## config.mk

```make
export PLATFORM = sky130hd
export DESIGN_NAME = direction_queue
export DESIGN_NICKNAME = d
export VERILOG_FILES = /design/src/rtl/direction_queue.sv
export SDC_FILE = /design/constraint.sdc
export NUM_CORES = 1
export LEC_CHECK = 0
export ABC_AREA = 0
export CAP_MARGIN = 5
export CORE_ASPECT_RATIO = 1.25
export CORE_MARGIN = 4
export CORE_UTILIZATION = 40
export CTS_CLUSTER_SIZE = 10
export DETAILED_ROUTE_END_ITERATION = 8
export DONT_BUFFER_PORTS = 1
export PLACE_DENSITY_LB_ADDON = 0.25
export SLEW_MARGIN = 15
export SYNTH_ARGS = -nofsm -noshare
export SYNTH_HDL_FRONTEND = slang
export SYNTH_SLANG_ARGS = --single-unit
```

## constraint.sdc

```tcl
create_clock -name SYS_CLK -period 6.25 [get_ports SYS_CLK]
set_clock_uncertainty 0.05 [all_clocks]
set_input_delay 1.25 -clock SYS_CLK [delete_from_list [all_inputs] [get_ports SYS_CLK]]
set_output_delay 1.25 -clock SYS_CLK [all_outputs]
set_load 0.03 [all_outputs]
```

## src/rtl/direction_queue.sv

```systemverilog
// direction_queue: synchronizes and debounces the four player buttons,
// filters reversals/repeats and buffers accepted turns until the game tick.
module direction_queue #(
    parameter int DEBOUNCE_CYCLES = 4,
    parameter int DEPTH           = 2
) (
    input  logic       SYS_CLK,
    input  logic       RST,
    input  logic       UP,
    input  logic       DOWN,
    input  logic       LEFT,
    input  logic       RIGHT,
    input  logic       TICK,
    input  logic       ISPAUSED,
    output logic       DIR_UP,
    output logic       DIR_DOWN,
    output logic       DIR_LEFT,
    output logic       DIR_RIGHT,
    output logic [2:0] PENDING,
    output logic       DROPPED
);

    // Direction vectors are {UP, DOWN, LEFT, RIGHT}; bit 3 has top priority.
    logic [3:0]         w_raw;
    logic [3:0]         r_btn_s1;
    logic [3:0]         r_btn_s2;
    logic [3:0]         r_db;
    logic [3:0]         r_db_d;
    logic [15:0]        r_cnt [4];
    logic               r_tick_s1;
    logic               r_tick_s2;
    logic               r_tick_q;
    logic               r_tick_edge;
    logic [3:0]         r_dir;
    logic [4*DEPTH-1:0] r_fifo;
    logic [2:0]         r_count;
    logic               r_dropped;

    logic [3:0]         w_rise;
    logic               w_pop;
    logic [2:0]         w_cnt_pp;
    logic [3:0]         w_dir_pp;
    logic [3:0]         w_tail;
    logic [3:0]         w_ref;
    logic [3:0]         w_opp;
    logic [3:0]         w_sel;
    logic               w_multi;
    logic               w_active;
    logic               w_same;
    logic               w_rev;
    logic               w_full;
    logic               w_push;
    logic               w_drop;
    logic [4*DEPTH-1:0] w_fifo_nx;

    assign w_raw = {UP, DOWN, LEFT, RIGHT};

    // Two-flop synchronizers for buttons and tick, plus registered tick edge.
    always_ff @(posedge SYS_CLK) begin
        if (RST) begin
            r_btn_s1    <= '0;
            r_btn_s2    <= '0;
            r_tick_s1   <= 1'b0;
            r_tick_s2   <= 1'b0;
            r_tick_q    <= 1'b0;
            r_tick_edge <= 1'b0;
        end else begin
            r_btn_s1    <= w_raw;
            r_btn_s2    <= r_btn_s1;
            r_tick_s1   <= TICK;
            r_tick_s2   <= r_tick_s1;
            r_tick_q    <= r_tick_s2;
            r_tick_edge <= r_tick_s2 & ~r_tick_q;
        end
    end

    // Per-button debounce: level flips after DEBOUNCE_CYCLES steady disagreement.
    always_ff @(posedge SYS_CLK) begin
        if (RST) begin
            r_db   <= '0;
            r_db_d <= '0;
            for (int i = 0; i < 4; i++) r_cnt[i] <= '0;
        end else begin
            r_db_d <= r_db;
            for (int i = 0; i < 4; i++) begin
                if (r_btn_s2[i] == r_db[i]) begin
                    r_cnt[i] <= '0;
                end else if (r_cnt[i] == 16'(DEBOUNCE_CYCLES)) begin
                    r_db[i]  <= r_btn_s2[i];
                    r_cnt[i] <= '0;
                end else begin
                    r_cnt[i] <= r_cnt[i] + 16'd1;
                end
            end
        end
    end

    // Post-pop view of the queue, used as reference for the incoming press.
    always_comb begin
        w_rise   = r_db & ~r_db_d;
        w_pop    = r_tick_edge & ~ISPAUSED & (r_count != 3'd0);
        w_cnt_pp = r_count - {2'b00, w_pop};
        w_dir_pp = w_pop ? r_fifo[3:0] : r_dir;
        w_tail   = '0;
        for (int i = 0; i < DEPTH; i++) begin
            if (int'(r_count) == i + 1) w_tail = r_fifo[4*i +: 4];
        end
        w_ref = (w_cnt_pp == 3'd0) ? w_dir_pp : w_tail;
        w_opp = {w_ref[2], w_ref[3], w_ref[0], w_ref[1]};
    end

    // Priority pick of the press and accept/reject decision.
    always_comb begin
        priority case (1'b1)
            w_rise[3]: w_sel = 4'b1000;
            w_rise[2]: w_sel = 4'b0100;
            w_rise[1]: w_sel = 4'b0010;
            w_rise[0]: w_sel = 4'b0001;
            default:   w_sel = 4'b0000;
        endcase
        w_multi  = |(w_rise & ~w_sel);
        w_active = ~ISPAUSED & (|w_rise);
        w_same   = (w_sel == w_ref);
        w_rev    = (|w_ref) & (w_sel == w_opp);
        w_full   = (w_cnt_pp == 3'(DEPTH));
        w_push   = w_active & ~w_same & ~w_rev & ~w_full;
        w_drop   = w_active & (w_multi | (~w_same & (w_rev | w_full)));
    end

    // Next FIFO image: shift out the head on pop, then append at the tail.
    always_comb begin
        w_fifo_nx = w_pop ? (r_fifo >> 4) : r_fifo;
        for (int i = 0; i < DEPTH; i++) begin
            if (w_push && (w_cnt_pp == 3'(i))) w_fifo_nx[4*i +: 4] = w_sel;
        end
    end

    // Direction register, queue storage, occupancy and drop pulse.
    always_ff @(posedge SYS_CLK) begin
        if (RST) begin
            r_dir     <= '0;
            r_fifo    <= '0;
            r_count   <= '0;
            r_dropped <= 1'b0;
        end else begin
            r_dir     <= w_dir_pp;
            r_fifo    <= w_fifo_nx;
            r_count   <= w_cnt_pp + {2'b00, w_push};
            r_dropped <= w_drop;
        end
    end

    assign DIR_UP    = r_dir[3];
    assign DIR_DOWN  = r_dir[2];
    assign DIR_LEFT  = r_dir[1];
    assign DIR_RIGHT = r_dir[0];
    assign PENDING   = r_count;
    assign DROPPED   = r_dropped;

endmodule
```

==> After elaboration in Yosys (flattened, before gate mapping) <==
Memories as Yosys holds them, arrays and structs flattened.
Cells that the tools add are included.
{ "totals": {"mem_bits_rw": 64, "wordCells": 156, "regBits": 36, "memories": 1} }
{ "op_classes": {"add_sub_neg": 6, "n_eq_ne": 14, "bitwise": 37, "n_reduce_logical": 13, "n_mux": 69} }
{ "memory_table": {"columns": ["memory", "words", "word_bits", "rd", "rd_ports_with_merged_regs", "write_ports", "line_no", "text"], "rows": [
  ["r_cnt", 4, 16, 4, 0, 4, "29", "logic [15:0] r_cnt [4];"]
]} }
{ "op_table": {"columns": ["operator", "count"], "rows": [
  ["two-way mux 16 bit", 12],
  ["adder 16 x 1 -> 16 bit (second input constant)", 4],
  ["equality test 16 x 3 -> 1 bit (second input constant)", 4],
  ["two-way mux 1 bit", 47],
  ["two-way mux 4 bit", 7],
  ["OR 1 bit", 14],
  ["OR reduction 4 bit", 3],
  ["bitwise AND 1 bit", 10],
  ["inverter 1 bit", 9],
  ["bitwise AND 4 bit", 2],
  ["equality test 4 bit", 2],
  ["two-way mux 8 bit", 1],
  ["inverter 4 bit", 2],
  ["AND reduction 2 bit", 4],
  ["equality test 3 x 2 -> 1 bit (second input constant)", 2],
  ["equality test 1 bit", 4],
  ["nonzero test 2 bit", 2],
  ["adder 3 x 1 -> 3 bit", 1],
  ["equality test 3 x 1 -> 1 bit (second input constant)", 1],
  ["equality test 3 bit (second input constant)", 1],
  ["logical NOT 3 bit", 1],
  ["two-way mux 3 bit", 1],
  ["nonzero test 3 bit", 1],
  ["subtractor 3 x 1 -> 3 bit", 1],
  ["other kinds (2)", 3]
]} }

==> Depth between registers and ports, before layout <==
Gate-level depths: netlist (run 1).
{ "depth": {"word_depth": 13, "mapped_depth": 18, "ltp_nobuf": 16} }

==> Least setup slack after synthesis (run 1) <==
OpenSTA, ideal clock, no wires.
{ "synth_path": {"path_type": "input port to flip-flop", "from": "input port ISPAUSED", "to": "register r_count[1] (netlist: PENDING[1])", "stages": 15, "arrival_ps": 3949, "setup_slack_ps": 2121, "path_cell_list": "nor2b_1 > nand2_1 > inv_2 > ha_1 > ha_1 > xor2_2 > nor2_2 > a2bb2oi_2 > nor3b_1 > o2111ai_4 > nand2_1 > nor3_1 > ha_1 > ha_1 > nor2b_1"} }
{ "synth_between": {"elab_chain_cells": 12} }
{ "synth_lines": {"columns": ["item", "line_no", "text"], "rows": [
  ["start, declared", "14", "input logic ISPAUSED,"],
  ["inverter 1 bit *", "101, 122", null],
  ["bitwise AND 1 bit (2 in series)", "101", "w_pop = r_tick_edge & ~ISPAUSED & (r_count != 3'd0);"],
  ["subtractor 3 x 1 -> 3 bit", "102", "w_cnt_pp = r_count - {2'b00, w_pop};"],
  ["logical NOT 3 bit", "108", "w_ref = (w_cnt_pp == 3'd0) ? w_dir_pp : w_tail;"],
  ["two-way mux 4 bit", "108", null],
  ["equality test 4 bit (tied with other cells)", "123", "w_same = (w_sel == w_ref);"],
  ["inverter 1 bit or bitwise AND 1 bit (tied branches)", "126, 124", null],
  ["bitwise AND 1 bit or inverter 1 bit (tied branches)", "126", "w_push = w_active & ~w_same & ~w_rev & ~w_full;"],
  ["bitwise AND 1 bit (2 in series)", "126", null],
  ["adder 3 x 1 -> 3 bit *", "148", "r_count <= w_cnt_pp + {2'b00, w_push};"],
  ["end signal, assigned", "148", null],
  ["end, declared", "36", "logic [2:0] r_count;"]
]} }
Mark *: on every way between the ends. The rest lies on a longest branch, timed or not.
A chain may end at the register's enable or synchronous reset.

==> Final worst setup path (run 1) <==
{ "layout_path": {"from": "input port ISPAUSED", "to": "register r_count[2] (netlist: PENDING[2])"} }
The elaborated chain is that of the path after synthesis.

==> results of run 1 <==
synth_stat cells, types with 7 or more instances:
library cell / n / area share (%)
a21oi_1: 27 / 2.5
and3_1: 20 / 2.3
clkbuf_1: 14 / 0.98
dfxtp_1: 36 / 13
edfxtp_1: 64 / 36
ha_1: 12 / 2.8
inv_1: 16 / 1.1
mux2i_1: 10 / 1.9
nand2_1: 42 / 2.9
nand3_1: 22 / 2.1
nand3b_1: 9 / 1.3
nand4_1: 14 / 1.6
nor2_1: 67 / 4.7
nor2b_1: 23 / 2.7
nor3_1: 12 / 1.1
nor4b_1: 7 / 1.1
o21ai_0: 18 / 1.7
or3_1: 14 / 1.6
xnor2_1: 20 / 3.3
xor2_1: 29 / 4.7
routing by layer:
metal  up-vias  global-route usage, %  share of wire, %
met5         -                      0                 0
met4         0                   5.34               1.6
met3        10                   2.68               3.0
met2        54                   24.5                51
met1      1854                   16.8                44
li1       1977                      -                 -
kinds of logic (layout without fill, tap and decap cells):
kind of cell               after synthesis  after routing  share of synthesized area [%]
adders and majority gates               12             12                           2.80
other                                    1             64                         0.0699
AOI/OAI and AO/OA                       74             74                           10.5
muxes                                   10             10                           1.87
xor gates and xnor gates                50             50                           8.30
buffers and inverters                   33             33                           2.47
DFF                                    100            100                           49.3
and+or+nand+nor                        255            255                           24.8
final timing paths:
kind                         start                     end  slack [ns]  depth (start not counted)
max                       ISPAUSED   PENDING[2]$_SDFF_PP0_        1.62                         16
min            r_tick_q$_SDFF_PP0_  r_tick_edge$_SDFF_PP0_        0.34                          1
max reg2reg  PENDING[2]$_SDFF_PP0_   PENDING[2]$_SDFF_PP0_        1.76                         16
min reg2reg    r_tick_q$_SDFF_PP0_  r_tick_edge$_SDFF_PP0_        0.34                          1
power breakdown:
| group | leakage (nW) | switching [mW] | total (mW) | internal (mW) |
|---|---|---|---|---|
| combinational | 1.14 | 0.0220 | 0.0385 | 0.0165 |
| sequential | 0.952 | 0.0204 | 0.744 | 0.723 |
| clock | 0.139 | 0.241 | 0.521 | 0.280 |
| total | 2.23 | 0.284 | 1.30 | 1.02 |
critical path, delay by kind of cell:
| family | cells | cell delay [ns] |
|---|---|---|
| buffers and inverters | 1 | 0.26 |
| adder cells (fa/ha/maj) | 4 | 0.78 |
| AND/OR/NAND/NOR | 7 | 1.72 |
| AO/OA/AOI/OAI | 2 | 0.49 |
| XOR/XNOR | 2 | 0.31 |
area by class of cell:
| class | count | area, um2 | area share (%) |
|---|---|---|---|
| clock buffers | 10 | 239 | 3.97 |
| clock inverters | 6 | 37.5 | 0.623 |
| inverters | 17 | 63.8 | 1.06 |
| multi-input cells | 465 | 2830 | 46.9 |
| flip-flops and latches | 100 | 2640 | 43.9 |
| well taps | 171 | 214 | 3.55 |
sequential cells by signal (all words and copies together) (netlist names), 3 cells and up:
signal    flops
r_fifo        8
r_cnt        64
r_db          4
r_btn_s2      4
r_db_d        4
PENDING       3
r_btn_s1      4
r_dir         4
per-stage QoR:
stage	total power, mW	worst slack (ns)
5_1_grt	1.36	1.33
3_3_place_gp	0.795	1.45
2_1_floorplan	0.788	2.12
3_5_place_dp	0.796	1.33
4_1_cts	1.33	1.69
6_report	1.30	1.62
==> results.md, run 1 <==
* Status: complete, no violations
* Via count of the first global-routing pass at 3667
* Ordered list of cells on the worst path: nor2b_1 -> nand2_1 -> inv_2 -> ha_1 -> ha_1 -> xor2_2 -> nor2_2 -> a2bb2oi_2 -> nor3b_1 -> o2111ai_4 -> nand2_1 -> nor3_1 -> ha_1 -> ha_1 -> xnor2_1 -> nor2_1
* Post-synth design cell area at 5360 um2
* Hold/Removal Path Class: reg2reg
* Layout cells sized above 1 at approximately 6.5%
* Longest Clk Path Bufs at 2
* Placed Instances at ~750
* TritonCTS sink count at 100
* CP max FO at 11
* ANT cells at 0
* Number of remaining DRC errors at 0
* Total congestion overflow at 0
* Routed wirelength normalized by instance count at 13.2 um
* Number of antenna violations at the first check in global routing at 0
* Number of post-CTS setup repair buffers at 0
* Reg clk slew, reported paths at about 0.060 ns
* Final Max Slew Viols at 0
* Number of buffers created by CTS at 9
* Final hold slack at 0.341 ns
* Mean number of vias per cell at a little over 5
* Flip-flop and latch count after synthesis at 100
* Final period demand of the worst path at 4.63 ns
* Area of all placed cells without fillers at 6020 um2
* Number of search-and-repair iterations in the first detailed-routing pass at 4
* Syn avg cell area at 10.0 um2
* Most common cell after layout, fill and taps aside: nor2_1
* Post-cts sizing count at 0
* Clock Tree Root: clkbuf_16
* Final cell count without fillers at 769
* Number of buffers added to fix hold violations after cts at 0
* # H-tree levels at 3
* Count of boundary I/O pins at 16
* Wire length of the first global-routing pass at 17300 um
* Total vias in the final route at just under 4000
* Static leakage at 2.23 nW
* Hold Fails Final Rpt at 0
* Worst Path Arrival at 4.82 ns
* Number of buffers added on ports at 0
* Iteration-0 DRC count of the detailed router at 178
* Die footprint at 15300 um2
* Final HPWL DP at ~7500 um
* Kind of start point of the critical path: input pin
* Rel. slew slack at 50.9%
* Standard cell core area at 13200 um2
* Area overhead of the layout relative to synthesis at 12.3%
* Critical-path top delay cell: nor3b_1
* Commonest cells after routing, fill and taps aside: 67 x nor2_1, 64 x edfxtp_1, 64 x conb_1
* Dpl cell area at 5750 um2
* Count of mapped cells out of synthesis at 535
* FFs w/ async S/R, synth at 0%
* Clk_lat worst skew at 0.34 ns
* Most used flip-flop cell after synthesis: edfxtp_1
* TritonCTS clock tree: done
* Num rows at 47
* Transition time of the tightest slew-check pin at between 0.7 and 0.8 ns
* Wire length after detailed routing at 10200 um
* Unrepaired setup endpoints after global routing: false
* Setup TNS at 0 ns
* Global routing usage summed across all routing layers at approximately 14%
* Final core utilization at between 40% and 50%
* Post-synth cell types at 54
* Slowest cell delay on critical path at 0.45 ns
* Cell Pwr Density at ~220 nW/um2
* Chip Width at approximately 110 um
* Starting Density at 40.7%
* Total number of nets in the final design at 613
* Setup Viol. Count Final at 0
* Cell occurring most often along the worst timing path: ha_1
* Worst Setup End Kind: flop
* Filler cell count in the final layout at 1308
* Yosys warning total at 0
* Post-route antenna net violation count at 0
* Register area share after synthesis at 49.3%
* Maximum clock frequency at 216 MHz
* Final period util at roughly three quarters
* Max-cap violation count at 0
* Max VDD drop at between 0.15 and 0.2 mV
* Die outline height at 137 um
* Required arrival time at the worst endpoint at 6.44 ns
* Number of enable flip-flop cells after synthesis at 64
* Maximum number of pins on one net before global-route repair at 39
* Global placer's final weighted congestion at 0.856
* Class of the most critical setup path: in2reg
(Power assumes the default switching activity.)
==> inputs of run 2 (changes only) <==
==> constraint.sdc (replaced) <==
create_clock -name SYS_CLK -period 3.8 [get_ports SYS_CLK]
set_clock_uncertainty 0.05 [all_clocks]
set_input_delay 0.76 -clock SYS_CLK [delete_from_list [all_inputs] [get_ports SYS_CLK]]
set_output_delay 0.76 -clock SYS_CLK [all_outputs]
set_load 0.03 [all_outputs]
==> run 2 against run 1 <==
Against the previous run:
- cell area increased by 1.9%
- routed wire length increased by 1.5%
- via count increased by 1.6%
- sequential share of layout area decreased by 0.81 points
- power increased by 68%
- highest routed layer unchanged
==> results.md, run 2 (synthesized netlist as in run 1, its figures left out) <==
* Status: complete, no violations
* Number of buffers added to fix hold violations after cts at 0 (unchanged)
* Layout cells sized above 1 at 8.07% (+1.6 points)
* Reg clk slew, reported paths at 0.07 ns (about the same)
* Die footprint at 15300 um2 (unchanged)
* Area overhead of the layout relative to synthesis at 14.4%
* Most common cell after layout, fill and taps aside: nor2_1
* Number of buffers created by CTS at 9 (unchanged)
* Hold/Removal Path Class: reg2reg
* Hold Fails Final Rpt at 0 (unchanged)
* Iteration-0 DRC count of the detailed router at 159 (-11%)
* TritonCTS sink count at 100 (unchanged)
* Maximum clock frequency at roughly 280 MHz
* Number of buffers added on ports at 0 (unchanged)
* Comb power frac at 3.0% (about the same)
* Static leakage at 2.29 nW (+2.8%)
* Critical-path top delay cell: or3_4
* Cell occurring most often along the worst timing path: ha_1
* Clock Tree Root: clkbuf_16
* Max-cap violation count at 0 (unchanged)
* Post-route antenna net violation count at 0 (unchanged)
* ANT cells at 0 (unchanged)
* Post-cts sizing count at 0 (unchanged)
* Commonest cells after routing, fill and taps aside: 67 x nor2_1, 64 x edfxtp_1, 64 x conb_1
* Largest register FFs at 64 (unchanged)
* # H-tree levels at 3 (unchanged)
* Transition time of the tightest slew-check pin at 0.534 ns (-0.202 ns)
* Maximum number of pins on one net before global-route repair at 39 (unchanged)
* Final Max Slew Viols at 0 (unchanged)
* Area of all placed cells without fillers at 6140 um2 (+1.9%)
* Count of boundary I/O pins at 16 (unchanged)
* Number of post-CTS setup repair buffers at 0 (unchanged)
* Final period demand of the worst path at between 3 and 4 ns
* Worst Path Arrival at 3.77 ns (-1.05 ns)
* Number of search-and-repair iterations in the first detailed-routing pass at 4 (unchanged)
* Setup TNS at 0 ns (unchanged)
* Wire length of the first global-routing pass at 17900 um (+3.9%)
* Multi-input gate area at 2860 um2 (+1.2%)
* Number of antenna violations at the first check in global routing at 0 (unchanged)
* Die outline height at 137 um (unchanged)
* Net switching share of the total power at 22.2% (+0.49 points)
* Total number of nets in the final design at 622 (+1.5%)
* Global placer's final weighted congestion at 0.845 (-1.2%)
* Rel. slew slack at 64.1% (+13 points)
* Final HPWL DP at 7500 um (+0.35%)
* P_sw at 0.488 mW (+72%)
* Longest Clk Path Bufs at 2 (unchanged)
* Standard cell core area at 13200 um2 (unchanged)
* Num rows at 47 (unchanged)
* Biggest register: r_cnt
* Total vias in the final route at 3958 (+1.6%)
* Starting Density at 40.7% (unchanged)
* Slowest cell delay on critical path at 0.41 ns (-0.04 ns)
* Worst Setup End Kind: flop
* Leading registers by flop count: r_cnt x64, r_fifo x8
* Required arrival time at the worst endpoint at 3.99 ns (-2.45 ns)
* Total congestion overflow at 0 (unchanged)
* Max VDD drop at 0.275 mV (+75%)
* Area taken by flip-flops and latches at 2640 um2 (unchanged)
* Class of the most critical setup path: reg2reg
* Clk_lat worst skew at 0.34 ns (about the same)
* Filler cell count in the final layout at 1265 (-3.3%)
* Ordered list of cells on the worst path: or3_4 -> nand2_1 -> inv_2 -> ha_1 -> ha_1 -> nand2_1 -> nor2_4 -> o311ai_2 -> a2111oi_2 -> nor3_2 -> nor2_1 -> nor3_1 -> ha_1 -> ha_1 -> xnor2_1 -> nor2_1
* TritonCTS clock tree: done
* Dpl cell area at 5810 um2 (+1.2%)
* Wire length after detailed routing at 10300 um (+1.5%)
* Internal cell power at 1.70 mW (+67%)
* Mean number of vias per cell at 5.09 (+0.44%)
* Routed wirelength normalized by instance count at 13.3 um (+0.36%)
* Clock share of power at 41.2% (+1.2 points)
* Global routing usage summed across all routing layers at 14.3% (+0.43 points)
* Cell Pwr Density at 357 nW/um2 (+65%)
* CP max FO at 7 (-4)
* Via count of the first global-routing pass at 3847 (+4.9%)
* Chip Width at 112 um (unchanged)
* Number of remaining DRC errors at 0 (unchanged)
* Setup Viol. Count Final at 0 (unchanged)
* Final period util at about 94%
* Power share of the sequential group at 55.8% (-1.2 points)
* Kind of start point of the critical path: flop
[run 2: per-layer routing]
layer / global-route usage [%] / routed length [um] / share of wire (%) / up-vias
met5: 0 / 0 / 0 / -
met2: 24.3 / 5170 / 50 / 60
li1: - / - / - / 2001
met1: 17.3 / 4510 / 44 / 1878
met4: 6.36 / 291 / 2.8 / 0
met3: 3.56 / 356 / 3.4 / 19
[run 2: power by group through the flow]
| stage | logic [mW] | clock network (mW) | registers [mW] |
|---|---|---|---|
| CTS | 0.0639 | 0.929 | 1.22 |
| floorplan | 0.0591 | 0 | 1.24 |
| finish | 0.0648 | 0.904 | 1.22 |
| global route | 0.0771 | 0.975 | 1.23 |
| detailed placement | 0.0627 | 0 | 1.25 |
| global placement | 0.0615 | 0 | 1.25 |
[run 2: area by class of cell]
class | count | share of cell area, %
Sequential cell | 100 | 43.1
Timing Repair Buffer | 9 | 1.10
Inverter | 17 | 1.04
Clock inverter | 6 | 0.653
Multi-Input combinational cell | 465 | 46.6
Tap cell | 171 | 3.49
Clock buffer | 10 | 4.08
[run 2: worst max-delay path, delay by kind of cell, from the launching register on]
family | cells | cell delay, ns
xor gates and xnor gates | 1 | 0.18
and+or+nand+nor | 8 | 1.41
buffers and inverters | 1 | 0.05
DFF | 1 | 0.31
adders and majority gates | 4 | 0.91
AOI/OAI and AO/OA | 2 | 0.55
[run 2: final timing paths]
kind	from	end	slack, ns	cells past startpoint
max	PENDING[2]$_SDFF_PP0_	PENDING[2]$_SDFF_PP0_	0.22	16
min	r_tick_q$_SDFF_PP0_	r_tick_edge$_SDFF_PP0_	0.37	1
max reg2reg	PENDING[2]$_SDFF_PP0_	PENDING[2]$_SDFF_PP0_	0.22	16
min reg2reg	r_tick_q$_SDFF_PP0_	r_tick_edge$_SDFF_PP0_	0.37	1
[run 2: through the flow]
stage          power [mW]  utilization, %  hold slack [ns]  instances  setup WS, ns
4_1_cts              2.22            46.3            0.390        778         0.115
3_3_place_gp         1.31            44.1            0.368        762         0.194
2_1_floorplan        1.30               -            0.317        598         0.151
5_1_grt              2.28            46.6            0.401        778       -0.0132
6_report             2.19            46.6            0.374        778         0.224
3_5_place_dp         1.31            44.1            0.372        762        0.0823
